<file path="src/rtl/cache_mem_ctrl.sv">
`timescale 1ns/1ps
`default_nettype none
// ============================================================================
//  Module   : cache_mem_ctrl
//  Purpose  : Memory-side controller between a small fully associative cache
//             and a synchronous RAM. Serves fill reads (from RAM or from the
//             write-back buffer) and absorbs dirty-line write-backs into a
//             small write-back buffer that drains to RAM in the background.
//  Ports    :
//    Clock        in   system clock, all state on posedge
//    Resetn       in   synchronous active-low reset
//    req_valid    in   cache presents a request
//    req_write    in   1 = write-back, 0 = fill read
//    req_addr     in   block address (ADDR_W)
//    req_wdata    in   write-back data (DATA_W)
//    req_ready    out  request accepted on valid & ready edge
//    resp_valid   out  one-cycle pulse, resp_data valid
//    resp_data    out  fill data (DATA_W)
//    ram_address  out  registered RAM address
//    ram_data     out  registered RAM write data
//    ram_wren     out  registered RAM write enable
//    ram_q        in   RAM read data
//    wb_count     out  occupied write-back buffer entries
//    busy         out  controller not idle or buffer not empty
//  Revision : 1.0  initial release
// ============================================================================
module cache_mem_ctrl #(
    parameter int ADDR_W   = 7,
    parameter int DATA_W   = 5,
    parameter int RAM_LAT  = 2,
    parameter int WB_DEPTH = 2
) (
    input  logic              Clock,
    input  logic              Resetn,
    input  logic              req_valid,
    input  logic              req_write,
    input  logic [ADDR_W-1:0] req_addr,
    input  logic [DATA_W-1:0] req_wdata,
    output logic              req_ready,
    output logic              resp_valid,
    output logic [DATA_W-1:0] resp_data,
    output logic [ADDR_W-1:0] ram_address,
    output logic [DATA_W-1:0] ram_data,
    output logic              ram_wren,
    input  logic [DATA_W-1:0] ram_q,
    output logic [2:0]        wb_count,
    output logic              busy
);

    // RAM_LAT is at most 3, so the latency counter needs 2 bits.
    localparam int CNT_W = 2;

    typedef enum logic [1:0] {
        IDLE    = 2'd0,
        RD_WAIT = 2'd1,
        RD_DONE = 2'd2
    } state_t;

    state_t             state_q,       state_d;
    logic [CNT_W-1:0]   lat_cnt_q,     lat_cnt_d;
    logic               resp_valid_q,  resp_valid_d;
    logic [DATA_W-1:0]  resp_data_q,   resp_data_d;
    logic [ADDR_W-1:0]  ram_address_q, ram_address_d;
    logic [DATA_W-1:0]  ram_data_q,    ram_data_d;
    logic               ram_wren_q,    ram_wren_d;

    // A buffer hit is answered one cycle after acceptance; this stage holds
    // the forwarded data for that cycle.
    logic               hit_pend_q,    hit_pend_d;
    logic [DATA_W-1:0]  hit_data_q,    hit_data_d;

    // Write-back buffer kept as a shift register: slot 0 is always the head,
    // slots [0 .. wb_count-1] are valid, newer entries sit at higher slots.
    logic [ADDR_W-1:0]  wb_addr_q [WB_DEPTH];
    logic [ADDR_W-1:0]  wb_addr_d [WB_DEPTH];
    logic [DATA_W-1:0]  wb_data_q [WB_DEPTH];
    logic [DATA_W-1:0]  wb_data_d [WB_DEPTH];
    logic [2:0]         wb_count_q,    wb_count_d;

    logic               wb_full;
    logic               rd_accept;
    logic               wr_accept;
    logic               pop;
    logic               coalesce;
    logic               push;
    logic               rd_hit;
    logic [DATA_W-1:0]  rd_hit_data;
    logic [2:0]         tail;
    logic [WB_DEPTH-1:0] entry_valid;
    logic [WB_DEPTH-1:0] rd_match;
    logic [WB_DEPTH-1:0] wr_match;
    logic [WB_DEPTH-1:0] wr_slot;

    // ------------------------------------------------------------------
    // Handshake and buffer control
    // ------------------------------------------------------------------
    assign wb_full   = (wb_count_q >= 3'(WB_DEPTH));
    assign req_ready = req_write ? !wb_full : (state_q == IDLE);

    assign rd_accept = req_valid && !req_write && (state_q == IDLE);
    assign wr_accept = req_valid &&  req_write && !wb_full;

    // Fill reads win over draining; a drain only starts from IDLE.
    assign pop = (state_q == IDLE) && (wb_count_q != 3'd0) && !rd_accept;

    generate
        for (genvar g = 0; g < WB_DEPTH; g++) begin : g_match
            assign entry_valid[g] = (3'(g) < wb_count_q);
            assign rd_match[g]    = entry_valid[g] && (wb_addr_q[g] == req_addr);
            // The head leaving this edge must not absorb a new write; the
            // write becomes a fresh entry so its data is still drained.
            assign wr_match[g]    = rd_match[g] && !(pop && (g == 0));
        end
    endgenerate

    assign coalesce = |wr_match;
    assign push     = wr_accept && !coalesce;
    // When the head pops, every surviving entry moves down one slot.
    assign wr_slot  = pop ? (wr_match >> 1) : wr_match;
    assign tail     = pop ? (wb_count_q - 3'd1) : wb_count_q;

    // Newest matching entry supplies forwarded fill data.
    always_comb begin
        rd_hit      = 1'b0;
        rd_hit_data = '0;
        for (int i = 0; i < WB_DEPTH; i++) begin
            if (rd_match[i]) begin
                rd_hit      = 1'b1;
                rd_hit_data = wb_data_q[i];
            end
        end
    end

    always_comb begin
        for (int i = 0; i < WB_DEPTH; i++) begin
            wb_addr_d[i] = wb_addr_q[i];
            wb_data_d[i] = wb_data_q[i];
        end
        if (pop) begin
            for (int i = 0; i < WB_DEPTH - 1; i++) begin
                wb_addr_d[i] = wb_addr_q[i+1];
                wb_data_d[i] = wb_data_q[i+1];
            end
        end
        for (int i = 0; i < WB_DEPTH; i++) begin
            if (wr_accept && wr_slot[i]) begin
                wb_data_d[i] = req_wdata;
            end
            if (push && (3'(i) == tail)) begin
                wb_addr_d[i] = req_addr;
                wb_data_d[i] = req_wdata;
            end
        end
    end

    assign wb_count_d = wb_count_q - {2'b00, pop} + {2'b00, push};

    // ------------------------------------------------------------------
    // Read FSM, RAM port and response
    // ------------------------------------------------------------------
    always_comb begin
        state_d       = state_q;
        lat_cnt_d     = lat_cnt_q;
        resp_valid_d  = 1'b0;
        resp_data_d   = resp_data_q;
        hit_pend_d    = 1'b0;
        hit_data_d    = hit_data_q;
        ram_address_d = ram_address_q;
        ram_data_d    = ram_data_q;
        ram_wren_d    = 1'b0;

        if (hit_pend_q) begin
            resp_valid_d = 1'b1;
            resp_data_d  = hit_data_q;
        end

        case (state_q)
            IDLE: begin
                if (rd_accept) begin
                    if (rd_hit) begin
                        hit_pend_d = 1'b1;
                        hit_data_d = rd_hit_data;
                    end else begin
                        ram_address_d = req_addr;
                        lat_cnt_d     = CNT_W'(RAM_LAT - 1);
                        state_d       = RD_WAIT;
                    end
                end else if (pop) begin
                    ram_address_d = wb_addr_q[0];
                    ram_data_d    = wb_data_q[0];
                    ram_wren_d    = 1'b1;
                end
            end
            RD_WAIT: begin
                if (lat_cnt_q == '0) begin
                    resp_valid_d = 1'b1;
                    resp_data_d  = ram_q;
                    state_d      = RD_DONE;
                end else begin
                    lat_cnt_d = lat_cnt_q - CNT_W'(1);
                end
            end
            RD_DONE: begin
                state_d = IDLE;
            end
            default: begin
                state_d = IDLE;
            end
        endcase
    end

    always_ff @(posedge Clock) begin
        if (!Resetn) begin
            state_q       <= IDLE;
            lat_cnt_q     <= '0;
            resp_valid_q  <= 1'b0;
            resp_data_q   <= '0;
            hit_pend_q    <= 1'b0;
            hit_data_q    <= '0;
            ram_address_q <= '0;
            ram_data_q    <= '0;
            ram_wren_q    <= 1'b0;
            wb_count_q    <= 3'd0;
            for (int i = 0; i < WB_DEPTH; i++) begin
                wb_addr_q[i] <= '0;
                wb_data_q[i] <= '0;
            end
        end else begin
            state_q       <= state_d;
            lat_cnt_q     <= lat_cnt_d;
            resp_valid_q  <= resp_valid_d;
            resp_data_q   <= resp_data_d;
            hit_pend_q    <= hit_pend_d;
            hit_data_q    <= hit_data_d;
            ram_address_q <= ram_address_d;
            ram_data_q    <= ram_data_d;
            ram_wren_q    <= ram_wren_d;
            wb_count_q    <= wb_count_d;
            for (int i = 0; i < WB_DEPTH; i++) begin
                wb_addr_q[i] <= wb_addr_d[i];
                wb_data_q[i] <= wb_data_d[i];
            end
        end
    end

    assign resp_valid  = resp_valid_q;
    assign resp_data   = resp_data_q;
    assign ram_address = ram_address_q;
    assign ram_data    = ram_data_q;
    assign ram_wren    = ram_wren_q;
    assign wb_count    = wb_count_q;
    assign busy        = (state_q != IDLE) || (wb_count_q != 3'd0);

endmodule

`default_nettype wire
</file>
<file path="config.mk">
export PLATFORM = sky130hd
export DESIGN_NAME = cache_mem_ctrl
export DESIGN_NICKNAME = d
export VERILOG_FILES = /design/src/rtl/cache_mem_ctrl.sv
export SDC_FILE = /design/constraint.sdc
export NUM_CORES = 1
export LEC_CHECK = 0
export ABC_CLOCK_PERIOD_IN_PS = 2750
export CAP_MARGIN = 15
export CORE_ASPECT_RATIO = 0.5
export CORE_MARGIN = 2
export CORE_UTILIZATION = 48
export DETAILED_ROUTE_END_ITERATION = 8
export PLACE_DENSITY = 0.71
export SKIP_CTS_REPAIR_TIMING = 1
export SYNTH_ARGS = -nofsm -noshare
export SYNTH_HDL_FRONTEND = slang
export SYNTH_SLANG_ARGS = --single-unit
</file>
<file path="constraint.sdc">
create_clock -name Clock -period 2.75 [get_ports Clock]
set_input_delay 0.55 -clock Clock [delete_from_list [all_inputs] [get_ports Clock]]
set_output_delay 0.55 -clock Clock [all_outputs]
set_load 0.01 [all_outputs]
</file>
# Word level (Yosys, flattened, before mapping)
# Memories as Yosys holds them, arrays and structs flattened.
# Index checks and enable logic that the tools add are counted.
# classes
addsub,4
n_mul,0
div,0
n_lt_le_gt_ge,3
n_eq_ne,9
shifts,0
n_mux,38
n_bitwise,7
reduce_logical,35
# ops
operator,n
5-bit two-way mux,12
7-bit two-way mux,8
3-bit AND reduction,5
7-bit equality test,2
1-bit logical AND,14
1-bit two-way mux,10
2-bit two-way mux,5
2-bit != test (second input constant),5
2-bit one-hot mux with 2 select lines,2
1-bit by 3-bit less-than comparator with 1-bit output (first input constant),2
2-bit nonzero test,3
1-bit logical NOT,5
2-bit logical NOT,2
1-bit bitwise OR,4
4-bit AND reduction,1
3-bit by 1-bit adder with 3-bit output,1
1-bit by 3-bit equality test with 1-bit output (first input constant),1
3-bit by 2-bit >= comparator with 1-bit output (second input constant),1
3-bit logical NOT,1
3-bit two-way mux,1
1-bit NOT,3
3-bit nonzero test,1
3-bit OR reduction,1
3-bit by 1-bit subtractor with 3-bit output,1
5 further kinds,5
# word_totals
register_bits,32
latchBits,0
ram_bits,24
mem_bits_ro,0
output_inout_bits,24
mem_count,2
# mem_list
name,words,word_bits,read_ports,rd_ports_with_merged_regs,wr,line,text
wb_addr_q,2,7,2,0,2,74,logic [ADDR_W-1:0] wb_addr_q [WB_DEPTH];
wb_data_q,2,5,2,0,2,76,logic [DATA_W-1:0] wb_data_q [WB_DEPTH];

# Depth between registers and ports, before layout
# depth
depth_word,13
depth_mapped,15
ltp_nobuf,13

# Worst setup path after synthesis
# Ideal clock, no wire load.
# synth_path
kind,register to register
start,register wb_count_q[0] (netlist: wb_count[0])
end,register wb_count_q[2] (netlist: wb_count[2])
setup_time_ns,0.128
arrival_ns,2.905
setup_slack_ns,-0.282
path_stages_with_launch,16
synth_period_minus_slack_ns,3.032
cell_sequence,dfxtp_1 > inv_2 > ha_1 > nand2b_4 > nand3_4 > inv_2 > clkbuf_1 > clkbuf_1 > o211ai_1 > ha_1 > inv_1 > ha_1 > inv_1 > fa_1 > xnor2_1 > nor2_1
# synth_via
elab_chain_cells,9
# synth_lines
element,line,text
start: declaration,78,"logic [2:0] wb_count_q, wb_count_d;"
start signal: assignment,238,wb_count_q <= wb_count_d;
3-bit nonzero test (*),104,assign pop = (state_q == IDLE) && (wb_count_q != 3'd0) && !rd_accept;
1-bit logical AND (*) (2 in a row),104,
named net pop,83,logic pop;
"parallel branches: the longest is 5 deep, another holds 3-bit by 1-bit subtractor with 3-bit output",n/a,
3-bit by 1-bit adder with 3-bit output (*),156,"assign wb_count_d = wb_count_q - {2'b00, pop} + {2'b00, push};"
# Mark *: on every way through the listed nets, which the timed path passes.
# A chain may end at the register's enable or synchronous reset.

# Final worst setup path
# layout_path
start,register wb_count_q[1] (netlist: wb_count[1])
end,register wb_count_q[2] (netlist: wb_count[2])
# layout_via
elab_chain_cells,9
# layout_lines
element,line
"parallel branches: the longest is 8 deep, another holds 1-bit by 3-bit less-than comparator with 1-bit output",n/a
3-bit by 1-bit adder with 3-bit output (*),156
# Every way passes the cells marked *.

==> results.yml <==
yosys:
  synth_xor_area_share_pct: 4.61
  yosysSeqAreaShare_pct: 39.4
  synth_seq_cells: 56
  postSynthCellCount: 337
  synth.cell_area_mm2: 0.00285
  yosys.area_share.adder_pct: 4.22
  synth-simple-area-share_pct: 23.1
  synth_compound_gate_area_share_pct: 14.1
  synth_nets: 367
  syn_avg_cell_area_um2: 8.45
  synth_top_family_by_area: "simple AND/OR/NAND/NOR gates"
  synthDistinctLibCells: 46
  synth_mux_area_share_pct: 9.49
  ys_warn_count: 0
floorplan:
  die_w_um: 113
  ios: 45
  coreArea_mm2: 0.00561
  num_rows: 19
  dieArea_mm2: 0.00661
  initial_core_util_pct: 50.8
  die_h_um: 58.5
final_layout:
  synthToLayoutAreaGrowth_pct: 31.8
  layout_common_cells: "86 x nand2_1, 53 x dfxtp_1, 37 x clkdlybuf4s50_1, 34 x buf_4, 33 x nor2_1"
  fin_area_mm2: 0.00375
  nets: 433
  drive_above_1_share_pct: 15.6
  final_common_cell: "nand2_1"
  final.fill_count: 482
  diodes: 0
setup_path:
  critPathKind: "flip-flop to flip-flop"
  slowest_stage: "dfxtp_4"
  cp_cell_sequence: "inv_2, ha_4, a221o_1, or3_4, o211ai_1, ha_1, inv_1, ha_1, inv_1, fa_1, xnor2_1, nor2_1"
  worst-path-buf-inv: 3
  crit_family: "adder cells"
  cp-end-kind: "flip-flop"
  crit_required_ps: 2930
  cp-start-kind: "flip-flop"
  arrival_ps: 2770
  critical_path.max_stage_delay_ps: 370
  cp_max_fo: 5
routing:
  drc: 4
  vias: 2543
  wl_per_cell_um: 13.8
  dr.first_iter.drc_count: 211
  drtAntennaViolNets: 0
  first_pass_iters: 6
  drt_wl_total_mm: 6.60
  via_per_inst: 5.33
flow_run:
  drv_cap: 0
placement:
  dp_hpwl_mm: 4.89
  post_dp_cell_area_mm2: 0.00355
  gp_congestion: 0.852
  port_buffers: 44
clock_tree:
  numCtsBuffers: 5
  cts_root_buf: "clkbuf_16"
  clk_pin_slew_ps: 70
  cts_sinks: 56
  clockBufferDepth: 2
  cts_tree: "done"
  cts_max_level: 2
  clk_latency_ps: 300
timing:
  fmax_ghz: 0.385
  fin_crit_sh_pct: 94.4
  setup-violations-final: 0
  clock_skew_ps: 7.03
  hold_viol_final: 0
  worst_pin_slew_ps: 449
  finalMaxSlewViolations: 0
  slew_headroom_pct: 70.0
  min_period_ps: 2590
global_routing:
  grt_max_degree: 26
  grt-ovfl-total: 0
  grt_pass1_wl_mm: 10.8
  antenna_found_initial: 0
  grt_pass1_vias: 2424
  grt_use_total_pct: 20.6
outcome:
  status: "finished with violations"
  violations: "design-rule violations"
power_and_ir_drop:
  power_density_mw_per_mm2: 718
  p_leak_nw: 1.45
  vdd_drop_max_mv: 0.424
  total_power_mw: 2.70
hold_path:
  hold_class: "flip-flop to flip-flop"
stage by stage:
stage / hold WS, ps / cells / util, % / worst slack [ps] / setup TNS [ps]
detailed placement: 448 / 467 / 63.4 / -443 / -871
CTS: 457 / 475 / 66.1 / -127 / -172
finish: 453 / 477 / 66.9 / 155 / 0
global route: 473 / 477 / 66.9 / -26.5 / -26.5
global placement: 442 / 467 / 63.4 / -389 / -716
floorplan: 444 / 337 / - / 11.7 / 0
Yosys cell counts, drive strengths merged:
master | number | area (µm²)
fa | 1 | 20.0
a221o | 1 | 10.0
a21o | 1 | 7.51
o211ai | 2 | 15.0
nor3 | 2 | 26.3
dfxtp | 56 | 1120
xnor2 | 13 | 114
nor2 | 33 | 124
ha | 8 | 100
o311ai | 1 | 16.3
o2111a | 1 | 11.3
a31o | 1 | 17.5
nand3b | 1 | 7.51
a21oi | 8 | 43.8
o2111ai | 2 | 17.5
mux2i | 27 | 270
a31oi | 2 | 18.8
o21ai | 7 | 35.0
a211oi | 12 | 95.1
and3 | 1 | 6.26
nand4 | 4 | 25.0
inv | 13 | 48.8
or3 | 2 | 12.5
o311a | 2 | 20.0
nand2b | 2 | 20.0
buf | 9 | 56.3
a311oi | 8 | 87.6
nor4b | 2 | 17.5
nor3b | 2 | 15.0
nand2 | 86 | 323
clkbuf | 11 | 41.3
o31ai | 1 | 7.51
and2 | 2 | 12.5
xor2 | 2 | 17.5
nand3 | 11 | 67.6
worst paths after layout:
| path | start | endpoint | slack (ps) | cells after the start |
|---|---|---|---|---|
| setup / recovery | wb_count[1]$_SDFF_PN0_ | wb_count[2]$_SDFF_PN0_ | 160 | 12 |
| hold reg to reg | ram_data[3]$_SDFFE_PN0P_ | ram_data[3]$_SDFFE_PN0P_ | 450 | 2 |
| hold / removal | ram_data[3]$_SDFFE_PN0P_ | ram_data[3]$_SDFFE_PN0P_ | 450 | 2 |
| setup reg to reg | wb_count[1]$_SDFF_PN0_ | wb_count[2]$_SDFF_PN0_ | 160 | 12 |
state kept, by name (all words and copies together) (netlist names):
register     flops
ram_data         5
wb_data_q       10
wb_addr_q       14
lat_cnt_q        2
ram_address      7
resp_valid       1
wb_count         3
ram_wren         1
state_q          2
resp_data        5
hit_data_q       5
hit_pend_q       1
final cells by class:
cell class	instances	area, µm²	area share, %
Clock inverter	2	13.8	0.367
Multi-Input combinational cell	248	1600	42.6
Timing Repair Buffer	79	733	19.5
Tap cell	73	91.3	2.43
Clock buffer	6	139	3.70
Inverter	13	48.8	1.30
Sequential cell	56	1130	30.1
report_power, final:
| part | switching (mW) | internal, mW |
|---|---|---|
| Sequential | 0.0692 | 0.908 |
| Combinational | 0.549 | 0.516 |
| Clock | 0.290 | 0.363 |
| Total | 0.908 | 1.79 |
worst reg2reg max path, stage by stage, from the launching register on:
cell and delay, ps:
dfxtp_4 370, inv_2 70, ha_4 180, a221o_1 340, or3_4 370, o211ai_1 100, ha_1 250, inv_1 60
ha_1 120, inv_1 50, fa_1 370, xnor2_1 140, nor2_1 50
metal layers:
metal | vias up | GRT usage [%] | wire, µm
met1 | 1220 | 25.2 | 3020
met2 | 36 | 38.0 | 3310
li1 | 1282 | - | -
met4 | 0 | 5.57 | 53
met5 | - | 0 | 0
met3 | 5 | 4.22 | 209
cell families (layout without fill, tap and decap cells):
| family | Yosys count | count (layout) |
|---|---|---|
| and+or+nand+nor | 148 | 148 |
| buffers and inverters | 33 | 100 |
| muxes | 27 | 27 |
| AOI/OAI and AO/OA | 49 | 49 |
| xor gates and xnor gates | 15 | 15 |
| DFF | 56 | 56 |
| adders and majority gates | 9 | 9 |
Power figures use the tool's default switching activity.
